`src/rtl/instr_fetch_queue.sv`:
```
// instr_fetch_queue: decoupling FIFO between the instruction cache output
// stage and the decoder. Each entry holds one 64-bit fetch packet (two
// instruction slots) with its PC, exception and BTB metadata plus a per-slot
// valid mask computed when the packet is written. The head entry is presented
// to decode first-word-fall-through; ifq_busy_o back-pressures the cache.
//
// Optional feature: define IFQ_BYPASS_EN to let a packet arriving at an empty
// queue appear on the dq_* outputs in the same cycle. Without it there is no
// combinational path from the ifq_* inputs to the dq_* outputs.
module instr_fetch_queue #(
    parameter int DEPTH = 4
) (
    input  logic        core_clock_i,
    input  logic        core_reset_i,
    input  logic        core_flush_i,
    input  logic        ifq_vld_i,
    input  logic [63:0] ifq_instruction_i,
    input  logic [29:0] ifq_vpc_i,
    input  logic [3:0]  ifq_excp_code_i,
    input  logic        ifq_excp_vld_i,
    input  logic        ifq_btb_vld_i,
    input  logic        ifq_btb_index_i,
    input  logic        ifq_btb_way_i,
    input  logic [1:0]  ifq_btb_btype_i,
    input  logic [1:0]  ifq_btb_bm_pred_i,
    input  logic [29:0] ifq_btb_target_i,
    output logic        ifq_busy_o,
    output logic        dq_vld_o,
    output logic [63:0] dq_instruction_o,
    output logic [1:0]  dq_slot_vld_o,
    output logic [29:0] dq_pc0_o,
    output logic [29:0] dq_pc1_o,
    output logic [3:0]  dq_excp_code_o,
    output logic        dq_excp_vld_o,
    output logic        dq_btb_vld_o,
    output logic        dq_btb_index_o,
    output logic        dq_btb_way_o,
    output logic [1:0]  dq_btb_btype_o,
    output logic [1:0]  dq_btb_bm_pred_o,
    output logic [29:0] dq_btb_target_o,
    input  logic        dq_busy_i
);

    localparam int AW = (DEPTH > 1) ? $clog2(DEPTH) : 1;
    localparam int CW = AW + 1;

    // Only vpc[29:1] is kept: both slot PCs are rebuilt from it, and the
    // effect of vpc[0] is already captured in the stored slot mask.
    typedef struct packed {
        logic [63:0] instruction;
        logic [28:0] vpc_hi;
        logic [3:0]  excp_code;
        logic        excp_vld;
        logic        btb_vld;
        logic        btb_index;
        logic        btb_way;
        logic [1:0]  btb_btype;
        logic [1:0]  btb_bm_pred;
        logic [29:0] btb_target;
        logic [1:0]  slot_vld;
    } entry_t;

    // Slot 0 is dropped when the fetch starts on an odd word; slot 1 is
    // dropped when slot 0 of an even-aligned fetch holds a predicted-taken
    // branch. Unconditional branch types are always taken; conditional ones
    // follow the bimodal counter MSB.
    function automatic logic [1:0] calc_slot_vld(
        input logic       vpc0,
        input logic       btb_vld,
        input logic       btb_index,
        input logic [1:0] btype,
        input logic [1:0] bm_pred
    );
        logic taken;
        taken            = btb_vld & ((btype != 2'b00) | bm_pred[1]);
        calc_slot_vld[0] = ~vpc0;
        calc_slot_vld[1] = ~(taken & ~btb_index & ~vpc0);
    endfunction

    entry_t         mem_r [DEPTH];
    logic [AW-1:0]  wr_ptr_r;
    logic [AW-1:0]  rd_ptr_r;
    logic [CW-1:0]  count_r;

    entry_t         in_entry_s;
    entry_t         head_s;
    logic           empty_s;
    logic           full_s;
    logic           bypass_s;
    logic           push_s;
    logic           pop_s;
    logic           head_vld_s;

    assign empty_s = (count_r == {CW{1'b0}});
    assign full_s  = (count_r == CW'(DEPTH));

    // Pack the incoming packet and compute its slot mask.
    always_comb begin
        in_entry_s             = '0;
        in_entry_s.instruction = ifq_instruction_i;
        in_entry_s.vpc_hi      = ifq_vpc_i[29:1];
        in_entry_s.excp_code   = ifq_excp_code_i;
        in_entry_s.excp_vld    = ifq_excp_vld_i;
        in_entry_s.btb_vld     = ifq_btb_vld_i;
        in_entry_s.btb_index   = ifq_btb_index_i;
        in_entry_s.btb_way     = ifq_btb_way_i;
        in_entry_s.btb_btype   = ifq_btb_btype_i;
        in_entry_s.btb_bm_pred = ifq_btb_bm_pred_i;
        in_entry_s.btb_target  = ifq_btb_target_i;
        in_entry_s.slot_vld    = calc_slot_vld(ifq_vpc_i[0], ifq_btb_vld_i,
                                               ifq_btb_index_i, ifq_btb_btype_i,
                                               ifq_btb_bm_pred_i);
    end

`ifdef IFQ_BYPASS_EN
    assign bypass_s = empty_s & ifq_vld_i & ~core_flush_i;
`else
    assign bypass_s = 1'b0;
`endif

    // A bypassed packet that decode takes immediately never touches storage.
    assign push_s     = ifq_vld_i & ~full_s & ~(bypass_s & ~dq_busy_i);
    assign pop_s      = ~empty_s & ~dq_busy_i;
    assign head_vld_s = ~empty_s | bypass_s;

    // Select the packet shown to decode: the input during bypass, else the head.
    always_comb begin
        if (bypass_s) begin
            head_s = in_entry_s;
        end else begin
            head_s = mem_r[rd_ptr_r];
        end
    end

    // Pointer and occupancy tracking; flush wins over push and pop.
    always_ff @(posedge core_clock_i or posedge core_reset_i) begin
        if (core_reset_i) begin
            wr_ptr_r <= '0;
            rd_ptr_r <= '0;
            count_r  <= '0;
        end else if (core_flush_i) begin
            wr_ptr_r <= '0;
            rd_ptr_r <= '0;
            count_r  <= '0;
        end else begin
            if (push_s) begin
                wr_ptr_r <= wr_ptr_r + AW'(1);
            end else begin
                wr_ptr_r <= wr_ptr_r;
            end
            if (pop_s) begin
                rd_ptr_r <= rd_ptr_r + AW'(1);
            end else begin
                rd_ptr_r <= rd_ptr_r;
            end
            case ({push_s, pop_s})
                2'b10:   count_r <= count_r + CW'(1);
                2'b01:   count_r <= count_r - CW'(1);
                default: count_r <= count_r;
            endcase
        end
    end

    // Entry storage; cleared on reset, written on an accepted push.
    always_ff @(posedge core_clock_i or posedge core_reset_i) begin
        if (core_reset_i) begin
            for (int i = 0; i < DEPTH; i++) begin
                mem_r[i] <= '0;
            end
        end else if (push_s && !core_flush_i) begin
            mem_r[wr_ptr_r] <= in_entry_s;
        end else begin
            mem_r[wr_ptr_r] <= mem_r[wr_ptr_r];
        end
    end

    assign ifq_busy_o = full_s;
    assign dq_vld_o   = head_vld_s;

    // Drive decode outputs from the selected packet, zero while nothing is valid.
    always_comb begin
        dq_instruction_o = 64'd0;
        dq_slot_vld_o    = 2'b00;
        dq_pc0_o         = 30'd0;
        dq_pc1_o         = 30'd0;
        dq_excp_code_o   = 4'd0;
        dq_excp_vld_o    = 1'b0;
        dq_btb_vld_o     = 1'b0;
        dq_btb_index_o   = 1'b0;
        dq_btb_way_o     = 1'b0;
        dq_btb_btype_o   = 2'b00;
        dq_btb_bm_pred_o = 2'b00;
        dq_btb_target_o  = 30'd0;
        if (head_vld_s) begin
            dq_instruction_o = head_s.instruction;
            dq_slot_vld_o    = head_s.slot_vld;
            dq_pc0_o         = {head_s.vpc_hi, 1'b0};
            dq_pc1_o         = {head_s.vpc_hi, 1'b1};
            dq_excp_code_o   = head_s.excp_code;
            dq_excp_vld_o    = head_s.excp_vld;
            dq_btb_vld_o     = head_s.btb_vld;
            dq_btb_index_o   = head_s.btb_index;
            dq_btb_way_o     = head_s.btb_way;
            dq_btb_btype_o   = head_s.btb_btype;
            dq_btb_bm_pred_o = head_s.btb_bm_pred;
            dq_btb_target_o  = head_s.btb_target;
        end else begin
            dq_instruction_o = 64'd0;
        end
    end

endmodule

```
`config.mk`:
```
export PLATFORM = sky130hd
export DESIGN_NAME = instr_fetch_queue
export DESIGN_NICKNAME = d
export VERILOG_FILES = /design/src/rtl/instr_fetch_queue.sv
export SDC_FILE = /design/constraint.sdc
export NUM_CORES = 1
export LEC_CHECK = 0
export ABC_AREA = 1
export BUFFER_PORTS_ARGS = -buffer_cell sky130_fd_sc_hd__buf_2
export CAP_MARGIN = 20
export CORE_MARGIN = 1.5
export CORE_UTILIZATION = 41
export CTS_BUF_LIST = sky130_fd_sc_hd__clkbuf_2 sky130_fd_sc_hd__clkbuf_4 sky130_fd_sc_hd__clkbuf_8
export DETAILED_ROUTE_END_ITERATION = 8
export SYNTH_ARGS = -nofsm -noshare
export SYNTH_HDL_FRONTEND = slang
export SYNTH_SLANG_ARGS = --single-unit
```
`constraint.sdc`:
```
create_clock -name core_clock_i -period 41.6 [get_ports core_clock_i]
set_input_delay 2.08 -clock core_clock_i [delete_from_list [all_inputs] [get_ports core_clock_i]]
set_output_delay 2.08 -clock core_clock_i [all_outputs]
set_load 0.01 [all_outputs]
```
---- After elaboration in Yosys (flattened, before gate mapping) ----
Index checks and enable logic that the tools add are counted.
word-level totals
  flip-flop bits (word level) ............. 555
  input port bits ......................... 141
  output and inout port bits .............. 170
  logic and storage cells ................. 108
cells by class
  add/subtract/negate cells ............... 4
  $lt $le $gt $ge ......................... 3
  eq/ne operators ......................... 3
  muxes and demuxes ....................... 29
  bitwise gates (word level) .............. 14
  reductions and logical operators ........ 8
operators by type and width
  kind                 number
  $bwmux 548           2
  $mux 137             5
  $bmux 137 s2         2
  $mux 548             1
  $demux 137 s2        1
  $mux 30              3
  $mux 64              1
  $mux 2               7
  $ge 3x3->1 const B   2
  $not 1->1            6
  $not 2->3            2
  $pmux 3 s2           1
  $reduce_bool 2->1    3
  $and 1x1->1          5
  $add 2x1->2 const B  2
  $mux 1               4
  $mux 4               1
  $add 3x1->3 const B  1
  $eq 3x3->1 const B   1
  $logic_not 3->1      1
  $lt 3x1->1 const B   1
  $mux 3               1
  $reduce_bool 3->1    1
  $sub 3x1->3 const B  1
  5 further kinds      6

---- Longest topological paths before layout ----
  depth in word-level cells ............... 8
  mapped depth ............................ 12
  mapped depth without buffers ............ 12

---- Worst setup path after synthesis ----
OpenSTA, ideal clock, no wires.
  path type ............................... register -> output
  from .................................... reg rd_ptr_r[0]
  to ...................................... out dq_pc1_o[10]
  data arrival time ....................... 1.574 ns
  data required time ...................... 39.520 ns
  path slack .............................. 37.946 ns
  cell stages (with the launch flop) ...... 9
  path buffers ............................ 5
  path through ............................ dfrtp_1 buf_4 buf_6 buf_2 buf_2 nand2_1 o211ai_1 a21oi_1 buf_4
on the way
  cells in the longest elaborated chain, start to end .. 5
RTL lines
  item                                          line  RTL
  from (decl)                                   82    logic [AW-1:0] rd_ptr_r;
  from (signal assigned)                        152   rd_ptr_r <= rd_ptr_r + AW'(1);
  from (signal assigned)                        154   rd_ptr_r <= rd_ptr_r;
  $not 2->3 (not written as such)               131   head_s = mem_r[rd_ptr_r];
  $bmux 137 s2                                  131
  $mux 137 (not written as such) (2 in series)  131
  $mux 30                                       194   if (head_vld_s) begin
  to (decl)                                     32    output logic [29:0] dq_pc1_o,
No other way between the ends. The select of a mux whose other input is x is not followed.

---- Worst setup path in the final report ----
  from .................................... reg rd_ptr_r[0]
  to ...................................... out dq_instruction_o[0]
on the way
  cells in the longest elaborated chain, start to end .. 5
RTL lines
  item                                          line  RTL
  $not 2->3 (not written as such)               131
  $bmux 137 s2                                  131
  $mux 137 (not written as such) (2 in series)  131
  $mux 64                                       194
  to (decl)                                     29    output logic [63:0] dq_instruction_o,
No other way between the ends. The select of a mux whose other input is x is not followed.

==> impl_metrics.env <==
export IMPL_outcome="completed"
export IMPL_total_power_mw=2.89
export IMPL_cts_sinks=555
export IMPL_clock_path_buffers=3
export IMPL_grt_overflow_total=0
export IMPL_layout_commonest_cell="nand3_1"
export IMPL_grt_pass1_wl_um=189000
export IMPL_synth_top_family_by_area="simple AND/OR/NAND/NOR gates"
export IMPL_path_class="reg2out"
export IMPL_fin_area_um2=38800
export IMPL_io_pins=311
export IMPL_clock_latency_ns=0.74
export IMPL_maxSlewHeadroom_pct=25.3
export IMPL_synth_cells=4846
export IMPL_cts_root_buf="clkbuf_8"
export IMPL_core_area_um2=86600
export IMPL_p_comb_share_pct=46.9
export IMPL_finalSetupViolCount=0
export IMPL_max_cap_violations=0
export IMPL_drc=0
export IMPL_period_share_pct=15.1
export IMPL_yosysSeqAreaShare_pct=38.8
export IMPL_layout_common_cells="1377 x nand3_1, 557 x nand2_1, 551 x dfrtp_1"
export IMPL_power_switching_mw=1.31
export IMPL_holdWs_ns=0.509
export IMPL_vias=35600
export IMPL_end_kind="primary output"
export IMPL_fin_skew_ns=0.0532
export IMPL_dr_pass1_iters=6
export IMPL_wirelength_um=119000
export IMPL_cp_arrival_ns=4.22
export IMPL_switching_share_pct=45.5
export IMPL_synth_compound_area_share_pct=21.7
export IMPL_placed_area_um2=36400
export IMPL_die_h_um=298
export IMPL_grt_max_degree=329
export IMPL_synth_xor_area_share_pct=0.0245
export IMPL_crit_chain="buf_12 -> buf_4 -> o211ai_1 -> a21oi_1 -> buf_2"
export IMPL_worstPathMaxFanout=200
export IMPL_drt_iter0_markers=3106
export IMPL_tns_ns=0
export IMPL_slowest_stage="dfrtp_4"
export IMPL_rsz0062_at_grt="no"
export IMPL_grt_usage_pct=26.1
export IMPL_critPathMaxStageDelay_ns=1.02
export IMPL_ys_ff_latch=555
export IMPL_ys_types=26
export IMPL_cp_top_family="buffers and inverters"
export IMPL_tightest_slew_ns=1.12
export IMPL_port_buffers=309
export IMPL_post_drt_wl_per_cell_um=19.6
export IMPL_h_tree_depth=3
export IMPL_antenna_found_initial=24
export IMPL_fmax_mhz=159
export IMPL_nets=4926
export IMPL_synth_area_um2=35800
export IMPL_via_per_inst=5.91
export IMPL_hold_path_class="reg2reg"
export IMPL_cts_clk_slew_worst_paths_ns=0.06
export IMPL_start_util_pct=41.3
export IMPL_ant_nets=0
export IMPL_power_density_nw_per_um2=74.4
export IMPL_fillCellCount=8903
export IMPL_synth_fa_ha_area_share_pct=0.196
export IMPL_vdd_drop_max_v=0.0000625
export IMPL_post_route_min_period_ns=6.30
export IMPL_hpwl_um=62300
export IMPL_synthSimpleGateAreaFrac_pct=26.7
export IMPL_syn_to_final_growth_pct=8.35
export IMPL_drv_slew=0
export IMPL_fp_dieW_um=298
export IMPL_path_buf_inv=3
export IMPL_cts_setup_buffers=0
export IMPL_cellInternalPower_mw=1.57
export IMPL_critPathLaunchType="flip-flop"
export IMPL_hold_viol=0
export IMPL_clkPwrFrac_pct=20.2
export IMPL_required_ns=39.52
export IMPL_cts_resized=0
export IMPL_design_die_area_um2=89100
export IMPL_cts_tree="done"
export IMPL_gp_congestion=0.769
export IMPL_synth_mux_area_fraction_pct=0
export IMPL_ys_warn_count=0
export IMPL_syn_nets=4992
export IMPL_ctsHoldBuffers=0
export IMPL_drive_gt1_share_pct=12.6
export IMPL_final_core_util_pct=44.8
export IMPL_avgSynthCellArea_um2=7.38
export IMPL_pwr_share_seq_pct=32.9
export IMPL_p_leak_nw=16.3
export IMPL_first_global_vias=34000
export IMPL_fp_row_count=108
export IMPL_cts_made_buffers=105
-- cells in the mapped netlist --
library cell / instances / area [µm²]
a21oi_1: 290 / 1450
buf_1: 47 / 176
buf_2: 151 / 756
buf_4: 42 / 315
buf_6: 73 / 822
clkbuf_1: 217 / 815
conb_1: 1 / 3.75
dfrtp_1: 555 / 13900
fa_1: 1 / 20.0
ha_1: 4 / 50.1
inv_1: 424 / 1590
inv_2: 3 / 11.3
inv_6: 1 / 8.76
nand2_1: 557 / 2090
nand2_2: 1 / 6.26
nand3_1: 1377 / 6890
nand3_2: 1 / 10.0
nand3b_1: 1 / 7.51
nor2_1: 138 / 518
nor2_2: 1 / 6.26
o211ai_1: 535 / 4020
o21ai_0: 254 / 1270
o21ai_1: 120 / 601
o21ai_2: 50 / 438
or2_2: 1 / 6.26
xnor2_1: 1 / 8.76
-- tightest hold or removal path, stage by stage, from the launching register on --
cell     delay (ns)
dfrtp_1        0.34
nand2_1        0.05
nand3_1        0.08
-- final timing paths --
check	depth (start not counted)	end	from	slack, ns
hold / removal	2	mem_r[138]	mem_r[138]	0.51
hold reg to reg	2	mem_r[138]	mem_r[138]	0.51
setup / recovery	5	dq_instruction_o[0]	rd_ptr_r[0]	35.30
setup reg to reg	7	mem_r[127]	wr_ptr_r[1]	36.33
min in group asynchronous	2	mem_r[11]	core_reset_i	1.45
max in group asynchronous	5	rd_ptr_r[0]	core_reset_i	37.16
-- power by group through the flow --
stage	Clock, mW	Combinational, mW	Sequential, mW
after detailed placement	0	1.34	0.952
after floorplan	0	1.02	0.909
after global placement	0	1.33	0.951
after CTS	0.596	1.35	0.947
final	0.583	1.35	0.949
after global routing	0.620	1.52	0.983
-- final cells by class --
class | instances | area [µm²] | share of cell area (%)
Antenna cell | 18 | 45.0 | 0.116
Clock buffer | 172 | 2110 | 5.44
Clock inverter | 13 | 138 | 0.355
Inverter | 428 | 1660 | 4.29
Multi-Input combinational cell | 3333 | 17500 | 45.0
Sequential cell | 555 | 13900 | 35.9
Tap cell | 1155 | 1450 | 3.73
Timing Repair Buffer | 357 | 2010 | 5.18
-- cells by family after synthesis --
kind of cell	after synthesis
DFF	555
AOI/OAI and AO/OA	1249
and+or+nand+nor	2077
other	1
buffers and inverters	958
xor gates and xnor gates	1
adders and majority gates	5
-- metal layers --
metal / routed length (µm) / track usage [%]
met1: 51700 / 35.4
met2: 54500 / 41.7
met3: 8930 / 4.38
met4: 3280 / 9.75
met5: 108 / 0
-- sequential cells by signal, indices dropped and copies added (netlist names) --
| signal | cells |
|---|---|
| count_r | 3 |
| wr_ptr_r | 2 |
| rd_ptr_r | 2 |
| mem_r | 548 |
-- through the flow --
step | setup WS (ns) | instances
4_1_cts | 35.34 | 6011
2_1_floorplan | 24.00 | 4846
5_1_grt | 35.17 | 6026
6_report | 35.30 | 6031
3_3_place_gp | 35.96 | 5826
3_5_place_dp | 35.95 | 5826
Note: power is estimated with default switching activity, not from simulation.
